**config.mk**
```make
export PLATFORM = sky130hd
export DESIGN_NAME = reservoir_valve_sequencer_flat
export DESIGN_NICKNAME = d
export VERILOG_FILES = /design/src/rtl/reservoir_valve_sequencer_if.sv /design/src/rtl/reservoir_valve_sequencer.sv /design/src/flat_wrapper.sv
export SDC_FILE = /design/constraint.sdc
export NUM_CORES = 1
export LEC_CHECK = 0
export ABC_AREA = 1
export CAP_MARGIN = 20
export CORE_ASPECT_RATIO = 0.8
export CORE_MARGIN = 2
export CORE_UTILIZATION = 55
export DETAILED_ROUTE_END_ITERATION = 10
export DONT_BUFFER_PORTS = 1
export MAX_ROUTING_LAYER = met4
export PLACE_DENSITY = 0.7
export SYNTH_ARGS = -nofsm -noshare
export SYNTH_HDL_FRONTEND = slang
export SYNTH_SLANG_ARGS = --single-unit
```
**constraint.sdc**
```tcl
create_clock -name clk -period 2.32 [get_ports clk]
set_clock_uncertainty 0.05 [all_clocks]
set_input_delay 0.116 -clock clk [delete_from_list [all_inputs] [get_ports clk]]
set_output_delay 0.116 -clock clk [all_outputs]
set_load 0.01 [all_outputs]
```
**src/rtl/reservoir_valve_sequencer_if.sv**
```systemverilog
// reservoir_valve_sequencer_if: sensor/request inputs and valve/status outputs of the valve sequencer.
interface reservoir_valve_sequencer_if;
    logic [2:0] s;
    logic req_fr0, req_fr1, req_fr2, req_dfr;
    logic v_fr0, v_fr1, v_fr2, v_dfr;
    logic busy, fault;
    modport master (
        output s, req_fr0, req_fr1, req_fr2, req_dfr,
        input  v_fr0, v_fr1, v_fr2, v_dfr, busy, fault
    );
    modport slave (
        input  s, req_fr0, req_fr1, req_fr2, req_dfr,
        output v_fr0, v_fr1, v_fr2, v_dfr, busy, fault
    );
endinterface

```
**src/rtl/reservoir_valve_sequencer.sv**
```systemverilog
// reservoir_valve_sequencer: staggered valve opening with minimum dwell and a sticky sensor fail-safe.
module reservoir_valve_sequencer #(
    parameter int STAGGER   = 4,
    parameter int MIN_ON    = 8,
    parameter int FAULT_CYC = 3
) (
    input logic clk,
    input logic resetn,
    reservoir_valve_sequencer_if.slave bus
);
    localparam logic [0:0] RUN   = 1'b0;
    localparam logic [0:0] FAULT = 1'b1;
    logic [0:0] state;
    logic [3:0] t, v, cand, open_oh, close_m;
    logic [7:0] gap, inv, inv_inc;
    logic [7:0] hold [4];
    logic valid, trip;
    assign t = {bus.req_dfr, bus.req_fr2, bus.req_fr1, bus.req_fr0};
    assign cand = t & ~v;
    // isolate the lowest set candidate bit so only one valve opens per edge
    assign open_oh = (gap == 8'd0) ? (cand & (~cand + 4'd1)) : 4'd0;
    always_comb begin
        close_m = 4'd0;
        for (int i = 0; i < 4; i++) close_m[i] = v[i] & ~t[i] & (hold[i] == 8'd0);
    end
    assign valid = (bus.s == 3'b000) || (bus.s == 3'b001) || (bus.s == 3'b011) || (bus.s == 3'b111);
    assign inv_inc = inv + 8'd1;
    assign trip = !valid && (inv_inc == 8'(FAULT_CYC));
    assign bus.busy = (state == RUN) && (|cand);
    assign bus.fault = (state == FAULT);
    assign {bus.v_dfr, bus.v_fr2, bus.v_fr1, bus.v_fr0} = v;
    always_ff @(posedge clk) begin
        if (!resetn) begin
            state <= RUN;
            v <= 4'd0;
            gap <= 8'd0;
            inv <= 8'd0;
            for (int i = 0; i < 4; i++) hold[i] <= 8'd0;
        end else if (state == RUN) begin
            inv <= valid ? 8'd0 : inv_inc;
            if (trip) begin
                state <= FAULT;
                v <= 4'hf;
            end else begin
                v <= (v & ~close_m) | open_oh;
                gap <= (|open_oh) ? 8'(STAGGER - 1) : ((gap == 8'd0) ? 8'd0 : gap - 8'd1);
                for (int i = 0; i < 4; i++)
                    hold[i] <= open_oh[i] ? 8'(MIN_ON - 1) : ((hold[i] == 8'd0) ? 8'd0 : hold[i] - 8'd1);
            end
        end else begin
            v <= 4'hf;
        end
    end
endmodule
```
**src/flat_wrapper.sv**
```systemverilog
// flat-port wrapper written by rule: the top's interface ports become plain ports
module reservoir_valve_sequencer_flat 
#(
    parameter int STAGGER   = 4,
    parameter int MIN_ON    = 8,
    parameter int FAULT_CYC = 3
)
  (clk, resetn, bus_s, bus_req_fr0, bus_req_fr1, bus_req_fr2, bus_req_dfr, bus_v_fr0, bus_v_fr1, bus_v_fr2, bus_v_dfr, bus_busy, bus_fault);
  reservoir_valve_sequencer_if bus_i ();
  input logic clk;
  input logic resetn;
  input wire logic [$bits(bus_i.s)-1:0] bus_s;
  input wire logic [$bits(bus_i.req_fr0)-1:0] bus_req_fr0;
  input wire logic [$bits(bus_i.req_fr1)-1:0] bus_req_fr1;
  input wire logic [$bits(bus_i.req_fr2)-1:0] bus_req_fr2;
  input wire logic [$bits(bus_i.req_dfr)-1:0] bus_req_dfr;
  output wire logic [$bits(bus_i.v_fr0)-1:0] bus_v_fr0;
  output wire logic [$bits(bus_i.v_fr1)-1:0] bus_v_fr1;
  output wire logic [$bits(bus_i.v_fr2)-1:0] bus_v_fr2;
  output wire logic [$bits(bus_i.v_dfr)-1:0] bus_v_dfr;
  output wire logic [$bits(bus_i.busy)-1:0] bus_busy;
  output wire logic [$bits(bus_i.fault)-1:0] bus_fault;
  assign bus_i.s = bus_s;
  assign bus_i.req_fr0 = bus_req_fr0;
  assign bus_i.req_fr1 = bus_req_fr1;
  assign bus_i.req_fr2 = bus_req_fr2;
  assign bus_i.req_dfr = bus_req_dfr;
  assign bus_v_fr0 = bus_i.v_fr0;
  assign bus_v_fr1 = bus_i.v_fr1;
  assign bus_v_fr2 = bus_i.v_fr2;
  assign bus_v_dfr = bus_i.v_dfr;
  assign bus_busy = bus_i.busy;
  assign bus_fault = bus_i.fault;
  reservoir_valve_sequencer #(.STAGGER(STAGGER), .MIN_ON(MIN_ON), .FAULT_CYC(FAULT_CYC)) u_core (.clk(clk), .resetn(resetn), .bus(bus_i));
endmodule
```
; After elaboration in Yosys (flattened, before gate mapping)
; Memory sizes are Yosys's and may differ from the RTL's.
; Cells that the tools add are included.
[classes]
mux = 25
addsub = 7
n_eq_ne = 4
n_reduce_logical = 15
bitwise = 25
[op_table]
columns = operator, n
row1 = two-way mux 8 bit, 15
row2 = zero test 8 bit, 5
row3 = "subtractor 8 x 1 -> 8 bit, second input constant", 5
row4 = bitwise AND 4 bit, 3
row5 = two-way mux 4 bit, 3
row6 = inverter 4 bit, 3
row7 = "adder 8 x 1 -> 8 bit, second input constant", 1
row8 = bitwise AND 1 bit, 8
row9 = "equality test 8 x 2 -> 1 bit, second input constant", 1
row10 = OR reduction 4 bit, 2
row11 = two-way mux 1 bit, 7
row12 = inverter 1 bit, 6
row13 = "adder 4 x 1 -> 4 bit, second input constant", 1
row14 = OR 1 bit, 4
row15 = OR 4 bit, 1
row16 = "equality test 3 x 1 -> 1 bit, second input constant", 1
row17 = "equality test 3 x 2 -> 1 bit, second input constant", 1
row18 = "equality test 3 bit, second input constant", 1
row19 = zero test 3 bit, 1
row20 = logical OR 1 bit, 3
row21 = logical AND 1 bit, 2
row22 = AND reduction 2 bit, 1
row23 = zero test 1 bit, 1
[totals]
memories = 1
mem_bits_rw = 32
output_inout_bits = 6
regBits = 21
input_bits = 9
elab_cells = 81
[mem_list]
columns = name, words, word_bits, rd, rd_ports_with_merged_regs, wr, line
row1 = u_core.hold, 4, 8, 4, 0, 4, reservoir_valve_sequencer.sv:16  ; logic [7:0] hold [4];

; Logic depth before layout (Yosys ltp)
; Gate-level depths: netlist of run 1.
[logic_depth]
word_depth = 11
ltp_mapped = 12
mapped_depth_nobuf = 11

; Worst setup path after synthesis of run 1
; Ideal clock, no wire load.
[synth_timing]
path_type = register -> register
from = register u_core.inv[1]
to = memory u_core.hold[0][0], enable pin
arrival_time_ns = 1.952
setup_ns = 0.390
n_path_buf = 0
stages_incl_launch_ff = 10
synth_period_minus_slack_ns = 2.392
t_required_ns = 1.880
setup_slack_ns = -0.072
path_cell_list = dfxtp_1 > ha_1 > nand3_2 > o21bai_1 > nand2_1 > nand2_1 > nor2_2 > nand2_4 > nand2_4 > nand2_1
[synth_lines]
columns = element, line
row1 = "start, declared", reservoir_valve_sequencer.sv:15  ; logic [7:0] gap, inv, inv_inc;
row2 = "start signal, assigned", reservoir_valve_sequencer.sv:40  ; inv <= valid ? 8'd0 : inv_inc;
row3 = "end, declared", reservoir_valve_sequencer.sv:16

==> results of run 1 <==
==> cells in the mapped netlist, drive strengths merged <==
cell / count / area [um2]
nor2: 109 / 421.7
nand2: 74 / 297.8
inv: 49 / 183.9
edfxtp: 32 / 960.9
nand3: 32 / 192.7
dfxtp: 21 / 420.4
a21oi: 20 / 100.1
nand4: 16 / 100.1
xor2: 13 / 113.9
ha: 12 / 150.1
xnor2: 9 / 78.83
buf: 6 / 47.54
o21ai: 6 / 30.03
nor3: 5 / 25.02
or2: 4 / 25.02
nand3b: 2 / 15.01
o21bai: 2 / 15.01
a21o: 1 / 7.510
a2bb2oi: 1 / 8.760
a31oi: 1 / 6.260
clkbuf: 1 / 3.750
==> power breakdown <==
part | switching, mW | leakage, nW | internal (mW)
sequential | 0.238 | 0.546 | 1.39
combinational | 1.20 | 0.970 | 0.866
clock | 0.317 | 0.0481 | 0.215
total | 1.76 | 1.56 | 2.47
==> what timing repair did <==
item	in CTS	in global routing
setup endpoints to repair	0	1
hold endpoints to repair	14	0
hold buffers	1	0
gates resized for setup	0	1
==> area by class of cell <==
cell class / count / area [um2]
fillers: 524 / 2096
inverters: 49 / 183.9
clock buffers: 5 / 68.82
flip-flops and latches: 53 / 1381
clock inverters: 3 / 22.52
well taps: 78 / 97.59
repair buffers: 9 / 82.58
multi-input cells: 307 / 1593
==> worst register-to-register path, cell delays in order (launching register included) <==
cell	delay, ps
sky130_fd_sc_hd__dfxtp_1	420
sky130_fd_sc_hd__ha_2	240
sky130_fd_sc_hd__nand3_2	110
sky130_fd_sc_hd__nor2_1	120
sky130_fd_sc_hd__nand2_1	80
sky130_fd_sc_hd__nand2_1	70
sky130_fd_sc_hd__nand2_1	50
sky130_fd_sc_hd__nor2_2	120
sky130_fd_sc_hd__nand2_4	70
sky130_fd_sc_hd__buf_4	210
sky130_fd_sc_hd__nand4_1	250
sky130_fd_sc_hd__nor2_1	80
==> cell families after synthesis <==
family,share of synthesized area
flops,0.4311
xor+xnor,0.06013
buf+inv,0.07340
fa+ha+maj,0.04686
simple gates,0.3362
compound gates,0.05233
==> worst max path at each step <==
stage / end / slack [ps] / start / cells after the start
floorplan: u_core.hold[0][0]$_SDFFCE_PP0P_ / 240 / u_core.inv[1]$_SDFFE_PN0N_ / 9
global placement: u_core.hold[0][22]$_SDFFCE_PP0P_ / 330 / u_core.inv[1]$_SDFFE_PN0N_ / 10
detailed placement: u_core.hold[0][12]$_SDFFCE_PP0P_ / 270 / u_core.inv[1]$_SDFFE_PN0N_ / 10
CTS: u_core.hold[0][23]$_SDFFCE_PP0P_ / 200 / u_core.inv[1]$_SDFFE_PN0N_ / 11
global route: u_core.hold[0][21]$_SDFFCE_PP0P_ / 5 / u_core.inv[1]$_SDFFE_PN0N_ / 11
finish: u_core.hold[0][21]$_SDFFCE_PP0P_ / 240 / u_core.inv[1]$_SDFFE_PN0N_ / 11
==> sequential cells by signal, summed over array words and instances (netlist names) <==
name / flops
u_core.gap: 8
u_core.hold: 32
u_core.bus.fault: 1
u_core.inv: 8
u_core.v: 4
==> per-layer routing <==
| metal | GRT usage | vias up |
|---|---|---|
| li1 | - | 1361 |
| met1 | 0.2950 | 1128 |
| met2 | 0.3185 | 37 |
| met3 | 0.04096 | 2 |
| met4 | 0.04312 | 0 |
| met5 | - | - |
==> through the flow <==
stage	utilization	setup WS, ps	power [mW]	instances	hold WS (ps)
after detailed placement	0.6019	267.0	3.703	495	174.7
after global routing	0.6207	5.278	4.674	504	17.44
after global placement	0.6019	334.0	3.659	495	171.1
after CTS	0.6202	201.6	4.254	504	7.129
final	0.6207	243.7	4.229	504	8.388
after floorplan	-	238.2	3.296	416	345.5
==> reports/summary.log, run 1 <==
qor: run_status.outcome completed
qor: final_layout.final_common_cell sky130_fd_sc_hd__nor2_1
qor: global_routing.number_of_global_route_vias_before_repair 2345
qor: hold_path.worstHoldPathType in -> reg
qor: routing.wl_met1 3045 um
qor: yosys.ys_seq_area_frac 0.4311
qor: sta.finalSetupViolations 0
qor: critical_path.worst-path-max-fanout 17
qor: sta.setup-tns-final 0 ps
qor: clock_network.path_clk_slew 100 ps
qor: clock_network.h-tree-depth 2
qor: hold_path.worst_hold_path.endpoint u_core.inv[2]$_SDFFE_PN0N_
qor: power_and_ir_drop.irDropWorstVdd 0.5907 mV
qor: die.io_pins 15
qor: critical_path.worstSetupEndpointType flop
qor: yosys.synth_area_per_cell 7.703 um2
qor: placed_design.placedInstanceArea 0.003326 mm2
qor: placed_design.routabilityCongestion 0.8684
qor: critical_path.crit_path_category reg -> reg
qor: critical_path.worstPathBufferInverterCount 1
qor: sta.rsz0062_at_grt false
qor: critical_path.worst_path_largest_cell_delay 420 ps
qor: global_routing.track_usage 0.2097
qor: die.fp.dieH 72.27 um
qor: die.die_area 0.006456 mm2
qor: power_and_ir_drop.power.static_leakage 1.564 nW
qor: clock_network.clockRootBuffer sky130_fd_sc_hd__clkbuf_8
qor: flow_run.timing.max_cap.violations 0
qor: yosys.yosysUniqueCellTypes 30
qor: yosys.synthesis.area 0.003204 mm2
qor: sta.timing_max_transition_violations_final 0
qor: critical_path.slack_of_the_worst_reg_to_reg_path 240 ps
qor: die.dieWidth 89.34 um
qor: final_layout.num_antenna_cells 0
qor: yosys.synth.yosys.warnings 0
qor: yosys.synth_seq_cells 53
qor: critical_path.critical-path-top-delay-family simple AND/OR/NAND/NOR gates
qor: clock_network.clock_insertion_delay_worst_skew 300 ps
qor: critical_path.critical-path-slowest-cell sky130_fd_sc_hd__dfxtp_1
qor: routing.detailedRoute.firstIterationViolations 133
qor: critical_path.path_common_cell sky130_fd_sc_hd__nand2_1
qor: clock_network.cts_inserted_buffers 5
qor: final_layout.fin_nets 446
qor: global_routing.grt_start_max_net_pins 23
qor: hold_path.min-delay-start resetn
qor: critical_path.timing.critical_path.arrival 2090 ps
qor: critical_path.critical_path.startpoint_type flop
qor: routing.post-route-drc-count 0
qor: sta.timing_worst_slew_pin_value 803.4 ps
qor: final_layout.syn_to_final_growth 7.029%
qor: final_layout.final_design_area_no_fill 0.003430 mm2
qor: final_layout.layout.cells.most_common_list sky130_fd_sc_hd__nor2_1 (106), sky130_fd_sc_hd__nand2_1 (69), sky130_fd_sc_hd__inv_1 (48), sky130_fd_sc_hd__edfxtp_1 (32), sky130_fd_sc_hd__nand3_1 (27)
qor: sta.timing.max_slew.rel_slack 0.4627
qor: critical_path.worst_ep_required_time 2330 ps
qor: die.floorplan.initialDensity 0.5799
qor: global_routing.global_route_wire_length_before_repair 10420 um
qor: routing.route.top_layer_used met4
qor: placed_design.hpwlAfterDp 4325 um
qor: critical_path.r2r_cells 11
qor: hold_path.hold_depth 2
qor: routing.vias 2528
qor: global_routing.number_of_antenna_violations_at_the_first_check_in_global_routing 0
qor: critical_path.path_cells ha_2, nand3_2, nor2_1, nand2_1, nand2_1, nand2_1, nor2_2, nand2_4, buf_4, nand4_1, nor2_1
qor: die.coreArea 0.005525 mm2
qor: clock_network.clk_path_buf_depth 2
qor: critical_path.r2r-start u_core.inv[1]$_SDFFE_PN0N_
qor: yosys.syn-num-nets 437
qor: die.num_rows 24
qor: routing.met3_wirelength 212 um
qor: yosys.cell_count_after_synthesis 416
qor: sta.time_the_worst_path_needs_with_i_o_delays_and_setup 2076 ps
qor: final_layout.drive_above_1_share 0.08216
qor: routing.route.detailed.wl_per_inst 11.87 um
qor: clock_network.clock-sinks 53
qor: clock_network.tritoncts done
qor: critical_path.reg2reg_to u_core.hold[0][21]$_SDFFCE_PP0P_
qor: sta.final_hold_violation_count 0
qor: routing.dr_wl_met2 2699 um
qor: placed_design.place.port_buffers 0
qor: clock_network.post_cts.repair.setup_buffers 0
qor: routing.routed_vias_inst 5.016
qor: routing.drt.antenna.violating_nets 0
qor: global_routing.globalRouteOverflowTotal 0
qor: sta.finalCritPeriodShare 0.8949
qor: routing.drt-total-wl 5980 um
qor: power_and_ir_drop.cellPowerDensity 1233 mW/mm2
qor: sta.max_freq 481.6 MHz
qor: routing.first_pass_iters 5
(Power assumes the default switching activity.)
==> run 2: changes to the inputs <==
PLACE_DENSITY = 0.73   (was 0.7)
==> reports/summary.log, run 2 (synthesized netlist as in run 1, its figures left out) <==
qor: run_status.outcome completed
qor: critical_path.worstPathBufferInverterCount 1
qor: sta.timing.max_slew.rel_slack 0.4911
qor: clock_network.clockRootBuffer sky130_fd_sc_hd__clkbuf_8
qor: final_layout.num_antenna_cells 0
qor: critical_path.critical_path.startpoint_type flop
qor: placed_design.place.port_buffers 0
qor: sta.timing_max_transition_violations_final 0
qor: critical_path.crit_path_start u_core.inv[1]$_SDFFE_PN0N_
qor: routing.detailedRoute.firstIterationViolations 143
qor: sta.rsz0062_at_grt false
qor: critical_path.crit_path_category reg -> reg
qor: die.floorplan.initialDensity 0.5799
qor: critical_path.path_cells ha_2, nand3_2, nor2_1, nand2_1, nand2_1, nand2_1, nor2_2, nand2_4, buf_4, nand4_1, nor2_1
qor: global_routing.track_usage 0.2068
qor: placed_design.dpl.cell_count 493
qor: die.num_rows 24
qor: routing.drt-total-wl 6090 um
qor: critical_path.worst_ep_required_time 2330 ps
qor: clock_network.clk_path_buf_depth 2
qor: final_layout.layout.cells.most_common_list sky130_fd_sc_hd__nor2_1 (106), sky130_fd_sc_hd__nand2_1 (69), sky130_fd_sc_hd__inv_1 (48), sky130_fd_sc_hd__edfxtp_1 (32), sky130_fd_sc_hd__nand3_1 (27)
qor: routing.routed_vias_inst 5.080
qor: routing.drt.antenna.violating_nets 0
qor: critical_path.critical-path-slowest-cell sky130_fd_sc_hd__dfxtp_2
qor: clock_network.clock-sinks 53
qor: global_routing.number_of_global_route_vias_before_repair 2355
qor: final_layout.largest_register_ff_count 32
qor: final_layout.stdcell_count 503
qor: clock_network.path_clk_slew 90 ps
qor: final_layout.drive_above_1_share 0.07765
qor: critical_path.crit_end u_core.hold[0][5]$_SDFFCE_PP0P_
qor: critical_path.reg2reg_to u_core.hold[0][5]$_SDFFCE_PP0P_
qor: critical_path.slack_of_the_worst_reg_to_reg_path 260 ps
qor: sta.finalCritPeriodShare 0.8865
qor: final_layout.syn_to_final_growth 6.521%
qor: routing.post-route-drc-count 0
qor: global_routing.globalRouteOverflowTotal 0
qor: die.dieWidth 89.34 um
qor: critical_path.worstSetupPathDepth 11
qor: critical_path.worstSetupEndpointType flop
qor: critical_path.r2r-start u_core.inv[1]$_SDFFE_PN0N_
qor: sta.time_the_worst_path_needs_with_i_o_delays_and_setup 2057 ps
qor: critical_path.critical-path-top-delay-family simple AND/OR/NAND/NOR gates
qor: final_layout.seq_area 0.001383 mm2
qor: sta.max_freq 486.2 MHz
qor: final_layout.registers_with_the_most_flip_flops u_core.hold: 32 flops, u_core.gap: 8 flops, u_core.inv: 8 flops
qor: routing.vias 2555
qor: final_layout.registers.top_by_ff_count u_core.hold
qor: final_layout.final_core_util 0.6178
qor: routing.route.detailed.wl_per_inst 12.11 um
qor: clock_network.h-tree-depth 2
qor: critical_path.path_common_cell sky130_fd_sc_hd__nand2_1
qor: power_and_ir_drop.cellPowerDensity 1234 mW/mm2
qor: power_and_ir_drop.power.static_leakage 1.556 nW
qor: placed_design.routabilityCongestion 0.8518
qor: sta.finalSetupViolations 0
qor: final_layout.final_common_cell sky130_fd_sc_hd__nor2_1
qor: final_layout.multi_input_comb_area 0.001593 mm2
qor: routing.first_pass_iters 7
qor: global_routing.number_of_antenna_violations_at_the_first_check_in_global_routing 0
qor: die.coreArea 0.005525 mm2
qor: flow_run.timing.max_cap.violations 0
qor: die.io_pins 15
qor: clock_network.tritoncts done
qor: clock_network.cts_inserted_buffers 5
qor: sta.setup-tns-final 0 ps
qor: hold_path.worstHoldPathType in -> reg
qor: die.fp.dieH 72.27 um
qor: clock_network.clock_insertion_delay_worst_skew 300 ps
qor: global_routing.global_route_wire_length_before_repair 10240 um
qor: critical_path.timing.critical_path.arrival 2060 ps
qor: sta.final_hold_violation_count 0
qor: global_routing.grt_start_max_net_pins 28
qor: critical_path.worst_path_largest_cell_delay 380 ps
qor: sta.timing_worst_slew_pin_value 760.9 ps
qor: die.die_area 0.006456 mm2
qor: final_layout.fin_nets 445
qor: final_layout.nFillCells 510
qor: power_and_ir_drop.irDropWorstVdd 0.5230 mV
qor: critical_path.worst-path-max-fanout 17
qor: sta.setup_slack 263.4 ps
qor: placed_design.pre_cts_slack 231.0 ps
qor: placed_design.hpwlAfterDp 4485 um
qor: critical_path.r2r_cells 11
==> run 2: where the power goes <==
group / total (mW) / internal (mW) / switching, mW
Clock: 0.491 / 0.204 / 0.287
Combinational: 2.08 / 0.873 / 1.21
Sequential: 1.64 / 1.39 / 0.246
==> run 2: cell type report <==
cell class,count,area share
timing repair buffer,8,0.02199
tap,78,0.02859
sequential,53,0.4051
clock buffer,5,0.02016
clock inverter,3,0.003666
multi-input combinational,307,0.4666
inverter,49,0.05389
==> run 2: routing by layer <==
layer	wire length (um)	global-route usage	part of all wire	vias to the layer above
li1	-	-	-	1358
met1	2991	0.2640	0.49	1158
met2	2856	0.3383	0.47	30
met3	169	0.03868	0.028	9
met4	73	0.05638	0.012	0
met5	0	-	0	-
==> run 2: worst min path at each step <==
| stage | endpoint | cells after the start | slack [ps] | start |
|---|---|---|---|---|
| after floorplan | u_core.inv[0]$_SDFFE_PN0N_ | 3 | 350 | bus_s[0] |
| after global placement | u_core.v[1]$_SDFF_PN0_ | 2 | 170 | resetn |
| after detailed placement | u_core.v[2]$_SDFF_PN0_ | 2 | 170 | resetn |
| after CTS | u_core.inv[2]$_SDFFE_PN0N_ | 2 | 10 | resetn |
| after global routing | u_core.inv[2]$_SDFFE_PN0N_ | 2 | 30 | resetn |
| final | u_core.inv[2]$_SDFFE_PN0N_ | 2 | 9 | resetn |
==> run 2: through the flow <==
stage	hold slack, ps	total power, mW	area [um2]
detailed placement	175.0	3.709	3311
floorplan	345.5	3.296	3207
finish	8.587	4.212	3413
global route	26.23	4.638	3413
global placement	168.8	3.676	3311
CTS	12.73	4.208	3402
==> run 2: what timing repair did <==
action,CTS,global route
buffers inserted,0,1
resized for setup,0,2
endpoints found under the hold margin,14,0
hold buffers,1,0
endpoints found under the setup margin,0,6
